$ cat config.mk
export PLATFORM = sky130hd
export DESIGN_NAME = gb_bus_arbiter
export DESIGN_NICKNAME = d
export VERILOG_FILES = /design/src/rtl/gb_bus_arbiter.sv
export SDC_FILE = /design/constraint.sdc
export NUM_CORES = 1
export LEC_CHECK = 0
export CAP_MARGIN = 20
export CORE_MARGIN = 2
export CORE_UTILIZATION = 39
export CTS_CLUSTER_SIZE = 10
export DETAILED_ROUTE_END_ITERATION = 12
export GPL_ROUTABILITY_DRIVEN = 0
export PLACE_DENSITY = 0.78
export SLEW_MARGIN = 15
export SYNTH_ARGS = -nofsm -noshare
export SYNTH_HDL_FRONTEND = slang
export SYNTH_SLANG_ARGS = --single-unit
$ cat constraint.sdc
create_clock -name clk -period 2.1 [get_ports clk]
set_input_delay 0.525 -clock clk [delete_from_list [all_inputs] [get_ports clk]]
set_output_delay 0.525 -clock clk [all_outputs]
set_load 0.01 [all_outputs]
$ cat src/rtl/gb_bus_arbiter.sv
// gb_bus_arbiter
// Shares one external bus among NUM_M masters (index 0 is the CPU). A master
// that wins arbitration has its address, write data and direction captured
// into hold registers. The bus cycle then runs for CYCLE_LEN clocks. At the
// end of the cycle the read data is returned, a one-clock ack is pulsed, and
// the bus is re-arbitrated back-to-back.
//
// Optional feature: define GB_BUS_ARB_ROUND_ROBIN_EN for rotating priority
// (search starts at last_grant+1). Otherwise the lowest requesting index wins.
//
// Ports:
//   clk, rst          system clock, async active-low reset
//   m_req/m_lock/m_wr per-master request, burst lock, write(1)/read(0)
//   m_a, m_dout       per-master address / write data (master i at [i*W +: W])
//   m_gnt, m_ack      one-hot grant, one-clock completion pulse
//   m_din             read data returned to the acked master
//   a, dout, din      shared bus address, write data, read data
//   wr, rd, cs, busy  bus strobes and cycle-in-progress flag
//
// state  | meaning
// IDLE   | bus free, all bus outputs 0, waiting for any m_req
// ACTIVE | bus cycle in progress, cnt counts 0..CYCLE_LEN-1
module gb_bus_arbiter #(
   parameter int NUM_M     = 3,
   parameter int AW        = 16,
   parameter int DW        = 8,
   parameter int CYCLE_LEN = 4
) (
   input  logic                clk,
   input  logic                rst,
   input  logic [NUM_M-1:0]    m_req,
   input  logic [NUM_M-1:0]    m_lock,
   input  logic [NUM_M-1:0]    m_wr,
   input  logic [NUM_M*AW-1:0] m_a,
   input  logic [NUM_M*DW-1:0] m_dout,
   output logic [NUM_M-1:0]    m_gnt,
   output logic [NUM_M-1:0]    m_ack,
   output logic [DW-1:0]       m_din,
   output logic [AW-1:0]       a,
   output logic [DW-1:0]       dout,
   input  logic [DW-1:0]       din,
   output logic                wr,
   output logic                rd,
   output logic                cs,
   output logic                busy
);

   localparam int CW = (CYCLE_LEN > 1) ? $clog2(CYCLE_LEN) : 1;
   localparam int IW = (NUM_M > 1) ? $clog2(NUM_M) : 1;
   localparam logic [CW-1:0] CNT_LAST = CW'(CYCLE_LEN - 1);

   localparam logic [0:0] ST_IDLE   = 1'b0;
   localparam logic [0:0] ST_ACTIVE = 1'b1;

   logic [0:0]       state;
   logic [CW-1:0]    cnt;
   logic [AW-1:0]    hold_a;
   logic [DW-1:0]    hold_dout;
   logic             hold_wr;

   logic             any_req;
   logic             lock_hit;
   logic [NUM_M-1:0] win_oh;
   logic [IW-1:0]    win_idx;
   logic [AW-1:0]    sel_a;
   logic [DW-1:0]    sel_dout;
   logic             sel_wr;

`ifdef GB_BUS_ARB_ROUND_ROBIN_EN
   logic [IW-1:0]    last_grant;
   logic             found;
   int               idx;
`endif

   assign any_req = |m_req;
   // m_gnt is zero in IDLE, so a lock can only hold the master that owns the bus.
   assign lock_hit = |(m_gnt & m_lock & m_req);

   always_comb begin
      win_oh  = '0;
      win_idx = '0;
`ifdef GB_BUS_ARB_ROUND_ROBIN_EN
      found = 1'b0;
      idx   = 0;
`endif
      if (lock_hit) begin
         win_oh = m_gnt;
         for (int i = 0; i < NUM_M; i++) begin
            if (m_gnt[i]) win_idx = IW'(i);
         end
      end else begin
`ifdef GB_BUS_ARB_ROUND_ROBIN_EN
         for (int k = 0; k < NUM_M; k++) begin
            idx = int'(last_grant) + 1 + k;
            if (idx >= NUM_M) idx = idx - NUM_M;
            if (!found && m_req[IW'(idx)]) begin
               found   = 1'b1;
               win_idx = IW'(idx);
            end
         end
`else
         // Walk downwards so the lowest set index is the last write.
         for (int i = NUM_M - 1; i >= 0; i--) begin
            if (m_req[i]) win_idx = IW'(i);
         end
`endif
         if (any_req) win_oh[win_idx] = 1'b1;
      end
   end

   always_comb begin
      sel_a    = '0;
      sel_dout = '0;
      sel_wr   = 1'b0;
      for (int i = 0; i < NUM_M; i++) begin
         if (IW'(i) == win_idx) begin
            sel_a    = m_a[i*AW +: AW];
            sel_dout = m_dout[i*DW +: DW];
            sel_wr   = m_wr[i];
         end
      end
   end

   always_ff @(posedge clk or negedge rst) begin
      if (!rst) begin
         state      <= ST_IDLE;
         cnt        <= '0;
         m_gnt      <= '0;
         m_ack      <= '0;
         m_din      <= '0;
         hold_a     <= '0;
         hold_dout  <= '0;
         hold_wr    <= 1'b0;
`ifdef GB_BUS_ARB_ROUND_ROBIN_EN
         last_grant <= IW'(NUM_M - 1);
`endif
      end else begin
         m_ack <= '0;
         case (state)
            ST_IDLE: begin
               if (any_req) begin
                  state     <= ST_ACTIVE;
                  cnt       <= '0;
                  m_gnt     <= win_oh;
                  hold_a    <= sel_a;
                  hold_dout <= sel_dout;
                  hold_wr   <= sel_wr;
`ifdef GB_BUS_ARB_ROUND_ROBIN_EN
                  last_grant <= win_idx;
`endif
               end
            end
            ST_ACTIVE: begin
               if (cnt == CNT_LAST) begin
                  m_ack <= m_gnt;
                  if (!hold_wr) m_din <= din;
                  if (any_req) begin
                     cnt       <= '0;
                     m_gnt     <= win_oh;
                     hold_a    <= sel_a;
                     hold_dout <= sel_dout;
                     hold_wr   <= sel_wr;
`ifdef GB_BUS_ARB_ROUND_ROBIN_EN
                     // A locked burst keeps the rotation point where it was.
                     if (!lock_hit) last_grant <= win_idx;
`endif
                  end else begin
                     state <= ST_IDLE;
                     cnt   <= '0;
                     m_gnt <= '0;
                  end
               end else begin
                  cnt <= cnt + 1'b1;
               end
            end
            default: begin
               state <= ST_IDLE;
               cnt   <= '0;
               m_gnt <= '0;
            end
         endcase
      end
   end

   // Hold registers keep stale values in IDLE; the bus is gated by state.
   assign busy = (state == ST_ACTIVE);
   assign a    = busy ? hold_a    : '0;
   assign dout = busy ? hold_dout : '0;
   assign wr   = busy &  hold_wr;
   assign rd   = busy & ~hold_wr;
   assign cs   = wr | rd;

endmodule

* Yosys cells after proc, flatten, opt, wreduce, memory -nomap -nowiden
Index checks and enable logic that the tools add are counted.
** Storage, ports and cells
- Flip-flop bits (word level) :: 42
- Bits in latches :: 0
- RAM bits :: 0
- Bits in read-only memories :: 0
- Logic and storage cells :: 71
- Memories :: 0
** Operators by class
- Add/subtract/negate cells :: 1
- $mul :: 0
- Divide/modulo/power cells :: 0
- Magnitude comparators :: 2
- Equal/unequal tests :: 5
- Shift-type cells :: 0
- Mux-type cells :: 42
- Bitwise operators :: 7
- Reduce and logical (&&, ||, !) cells :: 6
** Operators by type and width (number)
- 16-bit two-way mux :: 6
- 8-bit two-way mux :: 6
- 16-bit case mux with 2 select lines :: 1
- 3-bit two-way mux :: 6
- 2-bit two-way mux :: 8
- 8-bit case mux with 2 select lines :: 1
- 1-bit two-way mux :: 9
- 3-bit bitwise AND :: 2
- 3-bit case mux with 2 select lines :: 1
- 3-bit OR reduction :: 2
- 1-bit case mux with 2 select lines :: 2
- 2-bit case mux with 2 select lines :: 1
- 2-bit by 3-bit < comparator with 1-bit output (second input constant) :: 1
- 3-bit AND reduction :: 1
- 2-bit by 1-bit adder with 2-bit output (second input constant) :: 1
- 1-bit bitwise AND :: 2
- 1-bit demux with 2-bit select :: 1
- 1-bit by 2-bit == test with 1-bit output (first input constant) :: 1
- 2-bit == test (first input constant) :: 1
- 2-bit == test (second input constant) :: 1
- 2-bit by 1-bit greater-or-equal comparator with 1-bit output (second input constant) :: 1
- 2-bit zero test :: 1
- 2-bit by 1-bit != test with 1-bit output (second input constant) :: 1
- 2-bit != test (second input constant) :: 1
- other kinds (4) :: 5

* Longest topological paths before layout
- Depth in word-level cells :: 12
- Depth in mapped cells :: 8
- Mapped depth without buffers :: 6

* Least setup slack after synthesis
No wires, ideal clock.
- Path kind :: input to register
- Start :: input m_req[0]
- End :: register hold_a[13]
- Setup time :: 129 ps
- Data arrival time :: 1689 ps
- Slack :: 282 ps
- Stages on the path :: 7
- Cell sequence :: buf_2 nand3_1 nand2_1 a32oi_4 buf_6 mux2i_1 o22ai_1
** Between the ends
- Cells in the longest elaborated chain, start to end :: 10
- Elaborated cells on any way between the ends :: 15
- Those cells by class :: 2 x eq/ne; 9 x mux; 1 x bitwise; 3 x reduce/logical
** RTL lines
- start, declared :: RTL line 31 : input logic [NUM_M-1:0] m_req,
- 3-bit bitwise AND / 2-bit two-way mux (equally long branches) :: RTL line 77, 104
- 3-bit OR reduction / 2-bit two-way mux (equally long branches) :: RTL line 77, 86
- 2-bit two-way mux :: RTL line 86 : if (lock_hit) begin
- 2-bit zero test :: RTL line 116 : if (IW'(i) == win_idx) begin
- 16-bit two-way mux (3 in a row) :: RTL line 116
- 16-bit two-way mux * :: RTL line 141, 157
- 16-bit two-way mux :: RTL line 154 : if (cnt == CNT_LAST) begin
- 16-bit case mux with 2 select lines * :: RTL line 139 : case (state)
- end signal, assigned :: RTL line 145 : hold_a <= sel_a;
- end signal, assigned :: RTL line 160 : hold_a <= sel_a;
- end, declared :: RTL line 57 : logic [AW-1:0] hold_a;
Mark *: on every way between the ends. The rest lies on a longest branch, timed or not. The select of a mux whose other input is x is not followed.
A chain may end at the register's enable or synchronous reset.

* Final worst setup path
- Start :: register state (netlist: busy)
- End :: output busy
** RTL lines
- start, declared :: RTL line 55 : logic [0:0] state;
- start signal, assigned :: RTL line 126 : state <= ST_IDLE;
- start signal, assigned :: RTL line 142 : state <= ST_ACTIVE;
- start signal, assigned :: RTL line 168 : state <= ST_IDLE;
- end, declared :: RTL line 45 : output logic busy
No word-level cell between the ends.

==> run metrics <==
status finished clean; Peak VDD IR 0.000785 V; final cell count without fillers ~460; crit path kind reg -> out; nets@finish between 400 and 500; Clock H-tree levels 2; warning count from the yosys run 0; final hold violation count 0; WP data required 1570 ps; Leakage approximately 1.9 nW; DR vias/cell 5.25; DP Worst Slack -231 ps; maximum clock path buffer count 2; worst relative slew slack a little over half; initial drt markers 92; min cycle time layout 2050 ps; die area 0.00696 sq mm; Overflow after GRT 0; Final Skew between 9 and 10 ps; Yosys top cell area share 42.7%; DR vias around 2400; number of port buffers between 100 and 150; mapped cell area roughly 0.0025 sq mm; DR DRC count 0; CTS sink cnt 42; largest net degree at the start of global routing 32; final core occ just under 70%; first-pass GRT wire length 11700 um; Pwr Total ~4.8 mW; sequential share of power between 20 and 30%; Slew Limit Fails 0; Initial Util 40.8%; Max-cap violations 0; area leader, netlist dfrtp_1; die height between 80 and 90 um; GRT Overall Usage about a fifth; Fmax about 490 MHz; Worst Path Arrival around 1500 ps; vias in the first global route approximately 2400; CTS tree done; TritonRoute pass-1 iters 4; Cells after Synth between 200 and 250; antenna-violating nets left 0; Power Density 1160 mW/mm^2; Yosys cell types 41; Clock Latency Late Sink roughly 300 ps; internal power between 3 and 4 mW; syn avg cell area about 11 sq um; R2R Setup Slk about 350 ps; Yosys reg bits 42; switch share approximately 36%; post-DR wirelength/cell ~16 um; critical path, cell by cell buf_6, buf_4, clkdlybuf4s50_1; total CTS buffers 5; Async S/R FF share, synth 100%; Startpoint Class flip-flop; commonest non-fill, non-tap cell in the layout clkdlybuf4s50_1; final worst-path cycle share 97.5%; initial antenna violation count 0; Comb pwr share 57.1%; max incr delay on CP between 500 and 600 ps; Root Buffer clkbuf_8; WHS roughly 270 ps; Routed Wire Length 7400 um; die width between 80 and 90 um; worst min path class in -> async; endpoints failing setup 0; antenna cells 0; Core ar. 0.00603 sq mm; sequential cell area fraction in the yosys report 42.7%; dpl cells 444; EDFF count, synth 0; I/O pins approximately 130; row cnt 28; most frequent cells in the layout clkdlybuf4s50_1 (118), dfrtp_1 (40), and2_1 (25); CP max stage cell clkdlybuf4s50_1; Final HPWL DP roughly 5400 um; critical path capture point type output pin; Area growth syn-to-layout 68.7%; Worst Setup Slack, final between 50 and 60 ps; Clock Pin Slew Worst Setup and Hold Paths approximately 90 ps; share of layout cells above drive strength 1 between 10% and 20%; clock share of power 13.4%; synth top area cells dfrtp_1 (43%), and2_1 (6.4%), nand3b_1 (5.5%); Post-synth top flop dfrtp_1; worst slew pin tran just over 700 ps; Syn Nets 326; Psw 1.73 mW; Worst Path Max Fanout 12
-- cell usage after synthesis (2+ instances only) --
cell type and number:
nand2b_1 2, nand3b_1 18, clkbuf_1 10, nand4_1 2, o21ai_0 4, nand3_2 10
nand2_1 21, a22oi_2 9, o22ai_1 8, buf_6 3, dfrtp_1 42, nand3_1 10
and2_1 25, nor2b_1 2, a21oi_1 9, and3_1 3, mux2i_1 8, a22oi_1 7
mux2_2 9, nor2_1 10, inv_1 2
-- state kept, by name (all words and copies together) (netlist names) --
name	count
hold_a	16
hold_dout	8
m_din	8
m_ack	3
m_gnt	3
cnt	2
busy	1
hold_wr	1
-- worst max-delay path, delay by kind of cell (launching register included) --
kind | cells | cell delay [ps]
buffers and inverters | 3 | 830
DFF | 1 | 410
-- path summary, 6_finish.rpt --
kind | start | endpoint | depth (start not counted)
worst max-delay path | busy$_DFF_PN0_ | busy | 3
worst min-delay path | rst | hold_a[11]$_DFFE_PN0P_ | 1
worst max register to register | busy$_DFF_PN0_ | hold_a[7]$_DFFE_PN0P_ | 8
worst min register to register | hold_dout[2]$_DFFE_PN0P_ | hold_dout[2]$_DFFE_PN0P_ | 2
max in group asynchronous | rst | m_din[6]$_DFFE_PN0P_ | 2
min in group clk | hold_dout[2]$_DFFE_PN0P_ | hold_dout[2]$_DFFE_PN0P_ | 2
-- cell families (layout without fill, tap and decap cells) --
family	count (synthesis)	count (layout)	synth area share (%)
compound gates	45	45	16.8
fa+ha+maj	1	1	0.509
buf+inv	19	166	4.68
flops	42	42	42.7
mux	17	17	7.38
simple gates	110	110	27.9
-- repair_timing --
item / 4_1_cts / 5_1_grt
setup endpoints to repair: 3 / 31
buffers inserted: 0 / 3
hold buffers: 0 / 0
gates cloned: 0 / 1
resized for setup: 0 / 18
-- layout make-up --
class / count / area, sq um
Fill cell: 460 / 1880
Timing Repair Buffer: 155 / 1590
Multi-Input combinational cell: 173 / 1290
Sequential cell: 42 / 1050
Tap cell: 75 / 93.8
Clock buffer: 5 / 68.8
Clock inverter: 3 / 40.0
Inverter: 3 / 11.3
-- per-layer routing --
| layer | GRT usage, % | vias up | part of all wire, % |
|---|---|---|---|
| li1 | - | 1129 | - |
| met1 | 25.5 | 1149 | 42 |
| met2 | 36.4 | 106 | 50 |
| met3 | 4.17 | 12 | 6.0 |
| met4 | 6.60 | 0 | 2.1 |
| met5 | 0 | - | 0 |
-- stage by stage --
| step | cell area [sq um] | TNS [ps] |
|---|---|---|
| 2_1_floorplan | 2460 | 0 |
| 3_3_place_gp | 3950 | -3940 |
| 3_5_place_dp | 3950 | -4900 |
| 4_1_cts | 4060 | -14.8 |
| 5_1_grt | 4150 | -35.5 |
| 6_report | 4150 | 0 |
-- power by group through the flow --
stage | clock network (mW) | registers, mW | logic, mW
final | 0.646 | 1.43 | 2.76
after global routing | 0.684 | 1.49 | 2.99
after CTS | 0.653 | 1.42 | 2.80
after detailed placement | 0 | 1.44 | 2.79
after global placement | 0 | 1.42 | 2.74
after floorplan | 0 | 1.44 | 1.46
(Power assumes the default switching activity.)
